$ cat config.mk
export PLATFORM = sky130hd
export DESIGN_NAME = uart_tx_sched_flat
export DESIGN_NICKNAME = d
export VERILOG_FILES = /design/src/rtl/uart_tx_sched_if.sv /design/src/rtl/uart_tx_sched.sv /design/src/flat_wrapper.sv
export SDC_FILE = /design/constraint.sdc
export NUM_CORES = 1
export LEC_CHECK = 0
export BUFFER_PORTS_ARGS = -buffer_cell sky130_fd_sc_hd__buf_4
export CORE_MARGIN = 8
export CORE_UTILIZATION = 40
export DETAILED_ROUTE_END_ITERATION = 6
export GPL_ROUTABILITY_DRIVEN = 0
export PLACE_DENSITY = 0.76
export SLEW_MARGIN = 20
export SYNTH_ARGS = -nofsm -noshare
export SYNTH_HDL_FRONTEND = slang
export SYNTH_SLANG_ARGS = --single-unit
$ cat constraint.sdc
create_clock -name clk -period 1.67 [get_ports clk]
set_input_delay 0.0835 -clock clk [delete_from_list [all_inputs] [get_ports clk]]
set_output_delay 0.0835 -clock clk [all_outputs]
set_load 0.02 [all_outputs]
$ cat src/rtl/uart_tx_sched_if.sv
// Producer-side bundle for uart_tx_sched.
//   req      : per-requester send request (level)
//   req_data : byte for requester i at [i*DATA_W +: DATA_W]
//   gnt      : one-hot grant pulse, one cycle
//   gnt_id   : index of the current or last grant
//   busy     : high from the grant cycle until the frame completes
//   done     : one-cycle pulse at frame completion
// Modports: master = producers, slave = scheduler.
interface uart_tx_sched_if #(
    parameter int NUM_REQ = 4,
    parameter int DATA_W  = 8
);
    localparam int ID_W = $clog2(NUM_REQ);

    logic [NUM_REQ-1:0]        req;
    logic [NUM_REQ*DATA_W-1:0] req_data;
    logic [NUM_REQ-1:0]        gnt;
    logic [ID_W-1:0]           gnt_id;
    logic                      busy;
    logic                      done;

    modport master (
        output req, req_data,
        input  gnt, gnt_id, busy, done
    );

    modport slave (
        input  req, req_data,
        output gnt, gnt_id, busy, done
    );
endinterface

$ cat src/rtl/uart_tx_sched.sv
// Round-robin UART transmit scheduler: shares one serial line between
// NUM_REQ byte producers. One requester is granted at a time and its byte
// is serialized LSB first, one bit per rising edge of baud_pulse.
//
// Ports:
//   clk        : system clock
//   rst        : synchronous reset, active low
//   baud_pulse : baud pulse (multi-cycle high); only its rising edge counts
//   bus        : producer bundle (req/req_data in, gnt/gnt_id/busy/done out)
//   tx         : serial line, idle high
//
// Optional feature: define UART_PARITY_EN to append an even parity bit
// after the data bits.
module uart_tx_sched #(
    parameter int NUM_REQ   = 4,
    parameter int DATA_W    = 8,
    parameter int STOP_BITS = 1
) (
    input  logic             clk,
    input  logic             rst,
    input  logic             baud_pulse,
    uart_tx_sched_if.slave   bus,
    output logic             tx
);
    localparam int ID_W  = $clog2(NUM_REQ);
    localparam int CNT_W = $clog2(DATA_W + 1);

    typedef enum logic [2:0] {
        S_IDLE,
        S_WAIT,
        S_START,
        S_DATA,
        S_STOP
    } state_t;

    state_t              state_reg;
    logic                bp_q_reg;
    logic [DATA_W-1:0]   shreg_reg;
    logic [CNT_W-1:0]    bitcnt_reg;
    logic [1:0]          stopcnt_reg;
    logic [ID_W-1:0]     last_reg;
    logic [NUM_REQ-1:0]  gnt_reg;
    logic [ID_W-1:0]     gnt_id_reg;
    logic                busy_reg;
    logic                done_reg;
    logic                tx_reg;
`ifdef UART_PARITY_EN
    logic                parity_reg;
`endif

    // bp_q resets high so a pulse already high at reset release is not a tick.
    logic tick;
    assign tick = baud_pulse & ~bp_q_reg;

    // Per-requester byte slices and one-hot decode of the selected index.
    logic [DATA_W-1:0]  req_bytes [NUM_REQ];
    logic [NUM_REQ-1:0] pick_onehot;
    logic [ID_W-1:0]    pick_idx;
    logic               pick_valid;
    logic [DATA_W-1:0]  pick_data;

    generate
        for (genvar gi = 0; gi < NUM_REQ; gi++) begin : g_req
            assign req_bytes[gi]   = bus.req_data[gi*DATA_W +: DATA_W];
            assign pick_onehot[gi] = (pick_idx == ID_W'(gi));
        end
    endgenerate

    assign pick_data = req_bytes[pick_idx];

    // Round-robin search starting just above the last grant. Scanning from
    // the farthest candidate down lets the nearest requester win last.
    logic [ID_W-1:0] cand;
    always_comb begin
        pick_valid = 1'b0;
        pick_idx   = '0;
        cand       = '0;
        for (int k = NUM_REQ; k >= 1; k--) begin
            cand = ID_W'((int'(last_reg) + k) % NUM_REQ);
            if (bus.req[cand]) begin
                pick_valid = 1'b1;
                pick_idx   = cand;
            end
        end
    end

    always_ff @(posedge clk) begin
        if (!rst) begin
            state_reg   <= S_IDLE;
            bp_q_reg    <= 1'b1;
            shreg_reg   <= '0;
            bitcnt_reg  <= '0;
            stopcnt_reg <= '0;
            last_reg    <= ID_W'(NUM_REQ - 1);
            gnt_reg     <= '0;
            gnt_id_reg  <= '0;
            busy_reg    <= 1'b0;
            done_reg    <= 1'b0;
            tx_reg      <= 1'b1;
`ifdef UART_PARITY_EN
            parity_reg  <= 1'b0;
`endif
        end else begin
            bp_q_reg <= baud_pulse;
            gnt_reg  <= '0;
            done_reg <= 1'b0;
            case (state_reg)
                // Ticks are ignored here, so a tick landing on the grant
                // cycle never starts the frame.
                S_IDLE: begin
                    if (pick_valid) begin
                        gnt_reg    <= pick_onehot;
                        shreg_reg  <= pick_data;
                        gnt_id_reg <= pick_idx;
                        last_reg   <= pick_idx;
                        busy_reg   <= 1'b1;
`ifdef UART_PARITY_EN
                        parity_reg <= ^pick_data;
`endif
                        state_reg  <= S_WAIT;
                    end
                end
                S_WAIT: begin
                    if (tick) begin
                        tx_reg    <= 1'b0;
                        state_reg <= S_START;
                    end
                end
                S_START: begin
                    if (tick) begin
                        tx_reg     <= shreg_reg[0];
                        shreg_reg  <= shreg_reg >> 1;
                        bitcnt_reg <= CNT_W'(1);
                        state_reg  <= S_DATA;
                    end
                end
                S_DATA: begin
                    if (tick) begin
                        if (bitcnt_reg < CNT_W'(DATA_W)) begin
                            tx_reg     <= shreg_reg[0];
                            shreg_reg  <= shreg_reg >> 1;
                            bitcnt_reg <= bitcnt_reg + CNT_W'(1);
                        end else begin
`ifdef UART_PARITY_EN
                            // Parity occupies one bit slot; stop bits
                            // are then counted from zero.
                            tx_reg      <= parity_reg;
                            stopcnt_reg <= 2'd0;
`else
                            tx_reg      <= 1'b1;
                            stopcnt_reg <= 2'd1;
`endif
                            state_reg   <= S_STOP;
                        end
                    end
                end
                S_STOP: begin
                    if (tick) begin
                        if (stopcnt_reg < 2'(STOP_BITS)) begin
                            tx_reg      <= 1'b1;
                            stopcnt_reg <= stopcnt_reg + 2'd1;
                        end else begin
                            done_reg  <= 1'b1;
                            busy_reg  <= 1'b0;
                            state_reg <= S_IDLE;
                        end
                    end
                end
                default: begin
                    state_reg <= S_IDLE;
                    tx_reg    <= 1'b1;
                    busy_reg  <= 1'b0;
                end
            endcase
        end
    end

    assign bus.gnt    = gnt_reg;
    assign bus.gnt_id = gnt_id_reg;
    assign bus.busy   = busy_reg;
    assign bus.done   = done_reg;
    assign tx         = tx_reg;
endmodule

$ cat src/flat_wrapper.sv
// flat-port wrapper written by rule: the top's interface ports become plain ports
module uart_tx_sched_flat 
#(
    parameter int NUM_REQ   = 4,
    parameter int DATA_W    = 8,
    parameter int STOP_BITS = 1
)
  (clk, rst, baud_pulse, tx, bus_req, bus_req_data, bus_gnt, bus_gnt_id, bus_busy, bus_done);
  uart_tx_sched_if #(.NUM_REQ(NUM_REQ), .DATA_W(DATA_W)) bus_i ();
  input  logic clk;
  input  logic rst;
  input  logic baud_pulse;
  output logic tx;
  input wire logic [$bits(bus_i.req)-1:0] bus_req;
  input wire logic [$bits(bus_i.req_data)-1:0] bus_req_data;
  output wire logic [$bits(bus_i.gnt)-1:0] bus_gnt;
  output wire logic [$bits(bus_i.gnt_id)-1:0] bus_gnt_id;
  output wire logic [$bits(bus_i.busy)-1:0] bus_busy;
  output wire logic [$bits(bus_i.done)-1:0] bus_done;
  assign bus_i.req = bus_req;
  assign bus_i.req_data = bus_req_data;
  assign bus_gnt = bus_i.gnt;
  assign bus_gnt_id = bus_i.gnt_id;
  assign bus_busy = bus_i.busy;
  assign bus_done = bus_i.done;
  uart_tx_sched #(.NUM_REQ(NUM_REQ), .DATA_W(DATA_W), .STOP_BITS(STOP_BITS)) u_core (.clk(clk), .rst(rst), .baud_pulse(baud_pulse), .bus(bus_i), .tx(tx));
endmodule
# After elaboration in Yosys (flattened, before gate mapping)

Index checks and enable logic that the tools add are counted.

$add $sub $neg: 6
$lt $le $gt $ge: 7
Equality and inequality tests: 16
Mux-type cells: 53
Bitwise logic cells: 5
Reductions and logical operators: 15

Operator list:

| kind                                                                    | count |
|---|---|
| 8-bit two-way mux                                                       | 6 |
| 8-bit case mux with 3 select lines                                      | 1 |
| 3-bit two-way mux                                                       | 7 |
| 1-bit two-way mux                                                       | 18 |
| 8-bit binary-select mux with 2-bit select                               | 1 |
| 2-bit two-way mux                                                       | 8 |
| 3-bit case mux with 5 select lines                                      | 1 |
| 2-bit by 1-bit inequality test with 1-bit output, second input constant | 7 |
| 2-bit by 3-bit < comparator with 1-bit output, second input constant    | 4 |
| 4-bit two-way mux                                                       | 3 |
| 5-bit AND reduction                                                     | 2 |
| 1-bit binary-select mux with 2-bit select                               | 4 |
| 4-bit case mux with 2 select lines                                      | 1 |
| 4-bit AND reduction                                                     | 2 |
| 7-bit AND reduction                                                     | 1 |
| 2-bit by 1-bit adder with 2-bit output, second input constant           | 3 |
| 3-bit by 2-bit equality test with 1-bit output, second input constant   | 2 |
| 3-bit AND reduction                                                     | 2 |
| 6-bit AND reduction                                                     | 1 |
| 1-bit case mux with 5 select lines                                      | 1 |
| 2-bit adder, second input constant                                      | 2 |
| 4-bit by 1-bit adder with 4-bit output, second input constant           | 1 |
| 2-bit equality test, second input constant                              | 2 |
| 4-bit < comparator, second input constant                               | 1 |
| other kinds (17)                                                        | 21 |

Register bits: 29
Input port bits: 39
Output and inout port bits: 9
Word-level logic and storage cells: 113

# Longest topological paths before layout

Gate-level depths: netlist of run 1.

Depth in word-level cells: 13
Mapped depth: 8
Gate-level depth less buffers: 7

# Worst setup path after synthesis of run 1

OpenSTA, ideal clock, no wires.

Path kind: register to register
From: register u_core.last_reg[1]
To: register u_core.shreg_reg[7]
Setup time: 0.117 ns
Data arrival time: 1.478 ns
Required time: 1.553 ns
Slack: 0.075 ns
Stages on the path, launching flop included: 9
Path buffers: 2
Clock period less this slack: 1.595 ns
Path through: dfxtp_1 -> buf_6 -> mux2i_1 -> o22a_2 -> o21ai_2 -> buf_6 -> mux2i_1 -> mux2i_1 -> a32o_1

Longest elaborated chain between the ends: 13
Elaborated cells between the ends (all ways): 28
Classes of those cells: add/sub (4); eq/ne (1); mux (21); bitwise (1); reduce/logical (1)

Ends and longest elaborated chain:

| item                                                   | RTL line             | source |
|---|---|---|
| start: declaration                                     | uart_tx_sched.sv:41  | `logic [ID_W-1:0] last_reg;` |
| start signal: assignment                               | uart_tx_sched.sv:94  | `last_reg <= ID_W'(NUM_REQ - 1);` |
| start signal: assignment                               | uart_tx_sched.sv:115 | `last_reg <= pick_idx;` |
| 2-bit by 1-bit adder with 2-bit output                 | uart_tx_sched.sv:79  | `cand = ID_W'((int'(last_reg) + k) % NUM_REQ);` |
| 1-bit binary-select mux with 2-bit select              | uart_tx_sched.sv:80  | `if (bus.req[cand]) begin` |
| 1-bit two-way mux (implied by the code)                | uart_tx_sched.sv:80  |  |
| 2-bit two-way mux (4 in a row)                         | uart_tx_sched.sv:80  |  |
| 2-bit inverter with 3-bit output (implied by the code) | uart_tx_sched.sv:69  | `assign pick_data = req_bytes[pick_idx];` |
| 8-bit binary-select mux with 2-bit select              | uart_tx_sched.sv:69  |  |
| 8-bit two-way mux (implied by the code) (2 in a row)   | uart_tx_sched.sv:69  |  |
| 8-bit two-way mux                                      | uart_tx_sched.sv:111 | `if (pick_valid) begin` |
| 8-bit case mux with 3 select lines                     | uart_tx_sched.sv:107 | `case (state_reg)` |
| end signal: assignment                                 | uart_tx_sched.sv:113 | `shreg_reg <= pick_data;` |
| end signal: assignment                                 | uart_tx_sched.sv:132 | `shreg_reg <= shreg_reg >> 1;` |
| end signal: assignment                                 | uart_tx_sched.sv:141 | `shreg_reg <= shreg_reg >> 1;` |
| end: declaration                                       | uart_tx_sched.sv:38  | `logic [DATA_W-1:0] shreg_reg;` |

Parallel ways exist; a longest one is shown, timed or not. The select of a mux whose other input is x is not followed.
A chain may end at the register's enable or synchronous reset.

# Worst setup path after layout of run 1

From: register u_core.last_reg[1]
To: register u_core.shreg_reg[0]

Same word-level chain as after synthesis.

==> summary.txt, run 1 <==
Clock network
  – Root buffer cell: clkbuf_8
  – Max Root-Sink Buffers: 2
  – Reg clk slew, reported paths: approximately 0.06 ns
  – Num Clock Sinks: 29
  – Worst-Skew Late Latency: slightly below 0.3 ns
  – CTS H-Tree Depth: 2
  – CTS tree: built
  – CTS buffer count: 5

Min path
  – Hold Path Class: in -> reg
  – Hold path depth: 2
  – HP Start: rst

Global routing
  – Vias in the first global route: between 1500 and 2000
  – GRT overflow: 0
  – Initial antenna violation count: 0
  – Largest net degree at the start of global routing: 21
  – All-Layer GR Usage: between 10% and 20%
  – First-pass GRT wire length: 7380 um

Routing
  – Drt total wl: 4900 um
  – First-iteration detailed-routing DRC count: 86
  – DRC: 0
  – Routed len/inst: approximately 15 um
  – Vias: about 1700
  – Initial DRT Pass Iterations: 4
  – Post-DR vias/cell: 5.44
  – Final antenna-violating net count: 0

Critical path
  – Worst path bufs/invs: 1
  – WS Path Type: reg -> reg
  – R2R Setup Slk: -0.01 ns
  – CP max FO: 7
  – CP Launch Type: flip-flop
  – FF-to-FF path depth: 7
  – CP cell instances: buf_6 > o21bai_1 > a311o_2 > a32oi_1 > nand2_1 > a21oi_2 > o21ai_1
  – Worst Setup End Kind: flip-flop
  – RR Startpoint: u_core.last_reg[1]$_SDFFE_PN1P_
  – WP data arrival: approximately 1.9 ns
  – CP peak stage delay: between 0.4 and 0.5 ns
  – CP max-delay cell: a311o_2
  – Worst Path Required: around 1.9 ns
  – Crit-path leading delay family: compound AO/OA/AOI/OAI gates
  – Critical path depth: 7
  – Critical path origin: u_core.last_reg[1]$_SDFFE_PN1P_

Pwr
  – PwrDens: 796 nW/um^2
  – Pwr Total: between 1.5 and 2 mW
  – Leakage: around 1.0 nW
  – Worst ir drop on vdd: between 300 and 400 uV

Final layout
  – Util after Layout: between 50% and 60%
  – Most common cell after layout, fill and taps aside: buf_4
  – Area delta synth->final: 43.3%
  – Fill cell count: between 300 and 400
  – Final instance area: roughly 2400 um^2
  – Share of cells above drive strength 1: between 40% and 50%
  – Final Net Count: 310
  – Commonest non-fill, non-tap cells in the layout: 74 x buf_4, 28 x dfxtp_1, 27 x nand2_1
  – Max reg flops: 8
  – Antenna diode instance count: 0

STA
  – RSZ-0062 raised after global routing: true
  – Peak Freq: about 590 MHz
  – Fin. Hold Viols: 0
  – Final worst setup slack: -0.0118 ns
  – Final setup violation count: 2
  – Final setup TNS: -0.0148 ns
  – Max-slew violation count: 0
  – Skew final: 0.00499 ns
  – Tcrit/Tclk final: 101%
  – Slew HR: 70.7%
  – Tmin final: 1.68 ns
  – Worst-Margin Slew: 0.435 ns

Yosys
  – Synth Area in Compound Gates: 26.1%
  – FF+latch count, synth: 29
  – Mux cell area share after synthesis: 8.33%
  – Cell Area, Synth: approximately 1700 um^2
  – Syn_area_per_cell: 8.33 um^2
  – Register area share after synthesis: 34.8%
  – Yosys warns: 0
  – Synth Area in XOR/XNOR: 0%
  – Synth area leaders: dfxtp_1 35%, nand2_1 6.1%, o21ai_1 4.5%, mux2i_1 3.6%, a21oi_1 3.3%
  – Post-synth cell types: 53
  – Net count after synthesis: roughly 240
  – Yosys top cell area share: a little over a third
  – Post-Synth Adder-Cell Area: approximately 1.5%
  – Synth Area in Simple Gates: between 20% and 30%
  – Area leader, netlist: dfxtp_1
  – Syn Inst Count: 200
  – Largest family of logic cells by synthesized area: compound AO/OA/AOI/OAI gates

Floorplan
  – Core Region: ~4000 um^2
  – Initial Util: between 40% and 50%
  – I/O pin total: 48
  – Row count: 23
  – Die area: 6490 um^2
  – Die X: roughly 81 um
  – Chip height: about 80 um

Placement
  – Port buffer count: 47
  – Pre-CTS WS: -0.174 ns
  – Placed instance area: 2180 um^2
  – Final HPWL DP: 3430 um

Outcome
  – Outcome: finished with violations
  – Failing checks: negative setup slack

Flow run
  – Max-cap viol count: 0
## cells in the mapped netlist (all sizes together)
cell type	number
nand2b	8
or3	1
clkbuf	7
nor3b	2
and3b	1
o21a	1
and2b	1
o21ai	21
a41oi	1
o22ai	2
a21boi	4
and3	1
nor2	13
inv	3
and2	2
nor4bb	1
a221o	1
buf	8
a2bb2oi	2
a21oi	13
a311o	1
a32o	1
o211a	3
ha	2
mux2	6
a31oi	3
nand2	27
a32oi	6
o21bai	1
or4	1
and4	1
o2111ai	1
nor2b	4
a22oi	2
o22a	1
nand4	4
nand3	3
dfxtp	29
mux2i	6
nor4	2
nand4b	1
nor3	2
## path summary, 6_finish.rpt
kind	endpoint
hold / removal	u_core.last_reg[1]$_SDFFE_PN1P_
setup / recovery	u_core.shreg_reg[0]$_SDFFE_PN0P_
setup reg to reg	u_core.shreg_reg[0]$_SDFFE_PN0P_
hold reg to reg	u_core.shreg_reg[3]$_SDFFE_PN0P_
## timing repair
| action | in CTS | in global routing |
|---|---|---|
| pin swaps | 4 | 9 |
| cloned | 0 | 0 |
| setup endpoints to repair | 8 | 11 |
| setup buffers | 1 | 4 |
| resized for setup | 4 | 17 |
| hold endpoints to repair | 1 | 0 |
| hold buffers | 1 | 0 |
## metal layers
metal  global-route usage, %  up-vias  part of all wire [%]
met2                    24.0       55                    50
met3                    5.25        9                   8.5
met5                       0        -                     0
met1                    15.5      806                    40
met4                    5.45        0                   1.4
li1                        -      872                     -
## worst register-to-register path, cell delays in order (launching register included)
cell and delay [ns]:
dfxtp_4 0.36, buf_6 0.12, o21bai_1 0.15, a311o_2 0.44, a32oi_1 0.21, nand2_1 0.11, a21oi_2 0.12, o21ai_1 0.07
## cells by family (layout without fill, tap and decap cells)
kind of cell    Yosys count  count (layout)
buf+inv                  18              88
compound gates           64              64
flops                    29              29
fa+ha+maj                 2               2
mux                      12              12
simple gates             75              75
## power by group
part / internal (mW) / switching (mW) / leakage, nW / total (mW)
combinational: 0.301 / 0.261 / 0.759 / 0.561
clock: 0.288 / 0.275 / 0.0450 / 0.563
sequential: 0.741 / 0.0341 / 0.238 / 0.775
## stage by stage
stage,hold slack [ns],cells
2_1_floorplan,0.185,200
3_3_place_gp,0.293,307
3_5_place_dp,0.297,307
4_1_cts,0.0798,317
5_1_grt,0.100,320
6_report,0.0779,320
## cell type report
cell class	count	area, um^2	area share (%)
Timing Repair Buffer	77	588	24.6
Tap cell	50	62.6	2.62
Multi-Input combinational cell	153	1060	44.4
Clock buffer	6	72.6	3.04
Clock inverter	2	10.0	0.419
Inverter	3	11.3	0.471
Sequential cell	29	584	24.5
(Power assumes the default switching activity.)
==> run 2: changes to the inputs <==
==> constraint.sdc (replaced) <==
create_clock -name clk -period 1.67 [get_ports clk]
set_input_delay 0.167 -clock clk [delete_from_list [all_inputs] [get_ports clk]]
set_output_delay 0.167 -clock clk [all_outputs]
set_load 0.02 [all_outputs]
==> summary.txt, run 2 (synthesized netlist as in run 1, its figures left out) <==
Final layout
  – Share of cells above drive strength 1: 37.5%
  – Antenna diode instance count: 0
  – Final std cells w/o fill: ~320
  – Final Net Count: between 300 and 400
  – Final instance area: 2330 um^2
  – Most common cell after layout, fill and taps aside: buf_4
  – Commonest non-fill, non-tap cells in the layout: 71 x buf_4, 28 x dfxtp_1, 27 x nand2_1
  – Max reg flops: 8
  – Area delta synth->final: 39.8%
  – Fill cell count: approximately 370
  – Util after Layout: about three fifths

Clock network
  – Worst-Skew Late Latency: approximately 0.28 ns
  – CTS buffer count: 5
  – CTS tree: built
  – Max Root-Sink Buffers: 2
  – CTS H-Tree Depth: 2
  – Reg clk slew, reported paths: around 0.060 ns
  – Root buffer cell: clkbuf_8
  – Num Clock Sinks: 29

Global routing
  – Largest net degree at the start of global routing: 21
  – Vias in the first global route: about 1600
  – GRT overflow: 0
  – First-pass GRT wire length: 7200 um
  – Initial antenna violation count: 0
  – All-Layer GR Usage: ~14%

STA
  – Max-slew violation count: 0
  – Skew final: roughly 0.0037 ns
  – Slew HR: roughly three quarters
  – Fin. Hold Viols: 0
  – Worst-Margin Slew: about 0.4 ns
  – Final setup violation count: 0
  – Final setup TNS: 0 ns
  – Peak Freq: a little over 600 MHz
  – RSZ-0062 raised after global routing: true
  – Tmin final: ~1.7 ns
  – Tcrit/Tclk final: around 100%

Pwr
  – Leakage: 1.03 nW
  – P_sw: roughly 0.54 mW
  – Pwr Total: around 1.8 mW
  – Clk pwr share: approximately 30%
  – Gate power share: 28.3%
  – Flop pwr share: a little over two fifths
  – P_int: approximately 1.3 mW
  – PwrDens: about 790 nW/um^2
  – Worst ir drop on vdd: 586 uV
  – Switching Share: between 20% and 30%

Flow run
  – Max-cap viol count: 0

Routing
  – First-iteration detailed-routing DRC count: 85
  – Routed len/inst: 14.4 um
  – Final antenna-violating net count: 0
  – Vias: approximately 1700
  – Initial DRT Pass Iterations: 4
  – Post-DR vias/cell: ~5.4
  – DRC: 0
  – Drt total wl: between 4000 and 5000 um

Critical path
  – Worst Path Required: around 1.8 ns
  – CP Launch Type: flip-flop
  – CP max FO: 8
  – Worst Setup End Kind: flip-flop
  – RR Startpoint: u_core.last_reg[1]$_SDFFE_PN1P_
  – FF-to-FF path depth: 7
  – WP data arrival: 1.82 ns
  – R2R Setup Slk: just under 0.02 ns
  – WS Path Type: reg -> reg
  – Critical R2R Capture: u_core.shreg_reg[6]$_SDFFE_PN0P_

Min path
  – Worst Hold End: u_core.bp_q_reg$_SDFF_PN1_
  – Hold path depth: 2
  – HP Start: baud_pulse
  – Hold Path Class: in -> reg

Placement
  – Port buffer count: 47
  – Final HPWL DP: 3350 um
  – Placed Instances: around 310
  – Placed instance area: 2170 um^2

Floorplan
  – Initial Util: between 40% and 50%
  – Core Region: ~4000 um^2
  – I/O pin total: 48
  – Row count: 23
  – Die area: around 6500 um^2
  – Die X: around 80 um
  – Chip height: about 81 um

Outcome
  – Outcome: finished, final reports clean
-- run 2: power by group through the flow --
stage	sequential [mW]	combinational, mW	clock [mW]
after floorplan	0.792	0.283	0
after global placement	0.785	0.466	0
after detailed placement	0.785	0.474	0
after CTS	0.772	0.497	0.564
after global routing	0.777	0.565	0.614
final	0.773	0.522	0.552
-- run 2: how the worst max path moves through the flow --
| stage | startpoint | end | slack, ns | cells after the start |
|---|---|---|---|---|
| 6_report | u_core.last_reg[1]$_SDFFE_PN1P_ | u_core.shreg_reg[6]$_SDFFE_PN0P_ | 0.02 | 7 |
| 2_1_floorplan | u_core.last_reg[1]$_SDFFE_PN1P_ | u_core.shreg_reg[7]$_SDFFE_PN0P_ | 0.07 | 8 |
| 5_1_grt | u_core.last_reg[1]$_SDFFE_PN1P_ | u_core.shreg_reg[1]$_SDFFE_PN0P_ | -0.05 | 7 |
| 3_3_place_gp | bus_req[2] | u_core.shreg_reg[1]$_SDFFE_PN0P_ | -0.10 | 7 |
| 4_1_cts | u_core.last_reg[1]$_SDFFE_PN1P_ | u_core.shreg_reg[6]$_SDFFE_PN0P_ | 0.02 | 7 |
| 3_5_place_dp | bus_req[2] | u_core.shreg_reg[1]$_SDFFE_PN0P_ | -0.18 | 7 |
-- run 2: final cells by class --
| type | instances | area, um^2 | share of cell area, % |
|---|---|---|---|
| clock buffers | 6 | 72.6 | 3.11 |
| clock inverters | 2 | 10.0 | 0.430 |
| inverters | 3 | 11.3 | 0.483 |
| multi-input cells | 154 | 1030 | 44.4 |
| flip-flops and latches | 29 | 584 | 25.1 |
| well taps | 50 | 62.6 | 2.69 |
| repair buffers | 73 | 556 | 23.8 |
-- run 2: through the flow --
| step | hold slack (ns) | setup WS, ns |
|---|---|---|
| after floorplan | 0.268 | 0.0749 |
| after global placement | 0.376 | -0.103 |
| after detailed placement | 0.383 | -0.177 |
| after CTS | 0.0950 | 0.0163 |
| after global routing | 0.111 | -0.0502 |
| final | 0.0959 | 0.0195 |
-- run 2: repair_timing --
action | 4_1_cts | 5_1_grt
buffers inserted | 2 | 1
cloned | 0 | 1
hold buffers | 0 | 0
pin swaps | 5 | 6
gates resized for setup | 5 | 7
setup endpoints to repair | 8 | 11
-- run 2: per-layer routing --
layer / wire, um / up-vias / track usage [%]
li1: - / 870 / -
met5: 0 / - / 0
met2: 2180 / 45 / 22.5
met1: 2060 / 785 / 16.3
met3: 272 / 6 / 4.69
met4: 44 / 0 / 4.00
-- run 2: critical path, cell delays in order, from the launching register on --
cell and delay [ns]:
dfxtp_4 0.35, buf_6 0.13, o21bai_1 0.14, a311o_2 0.43, a32oi_1 0.21, nand2_1 0.10, a21oi_2 0.11, o21ai_1 0.07
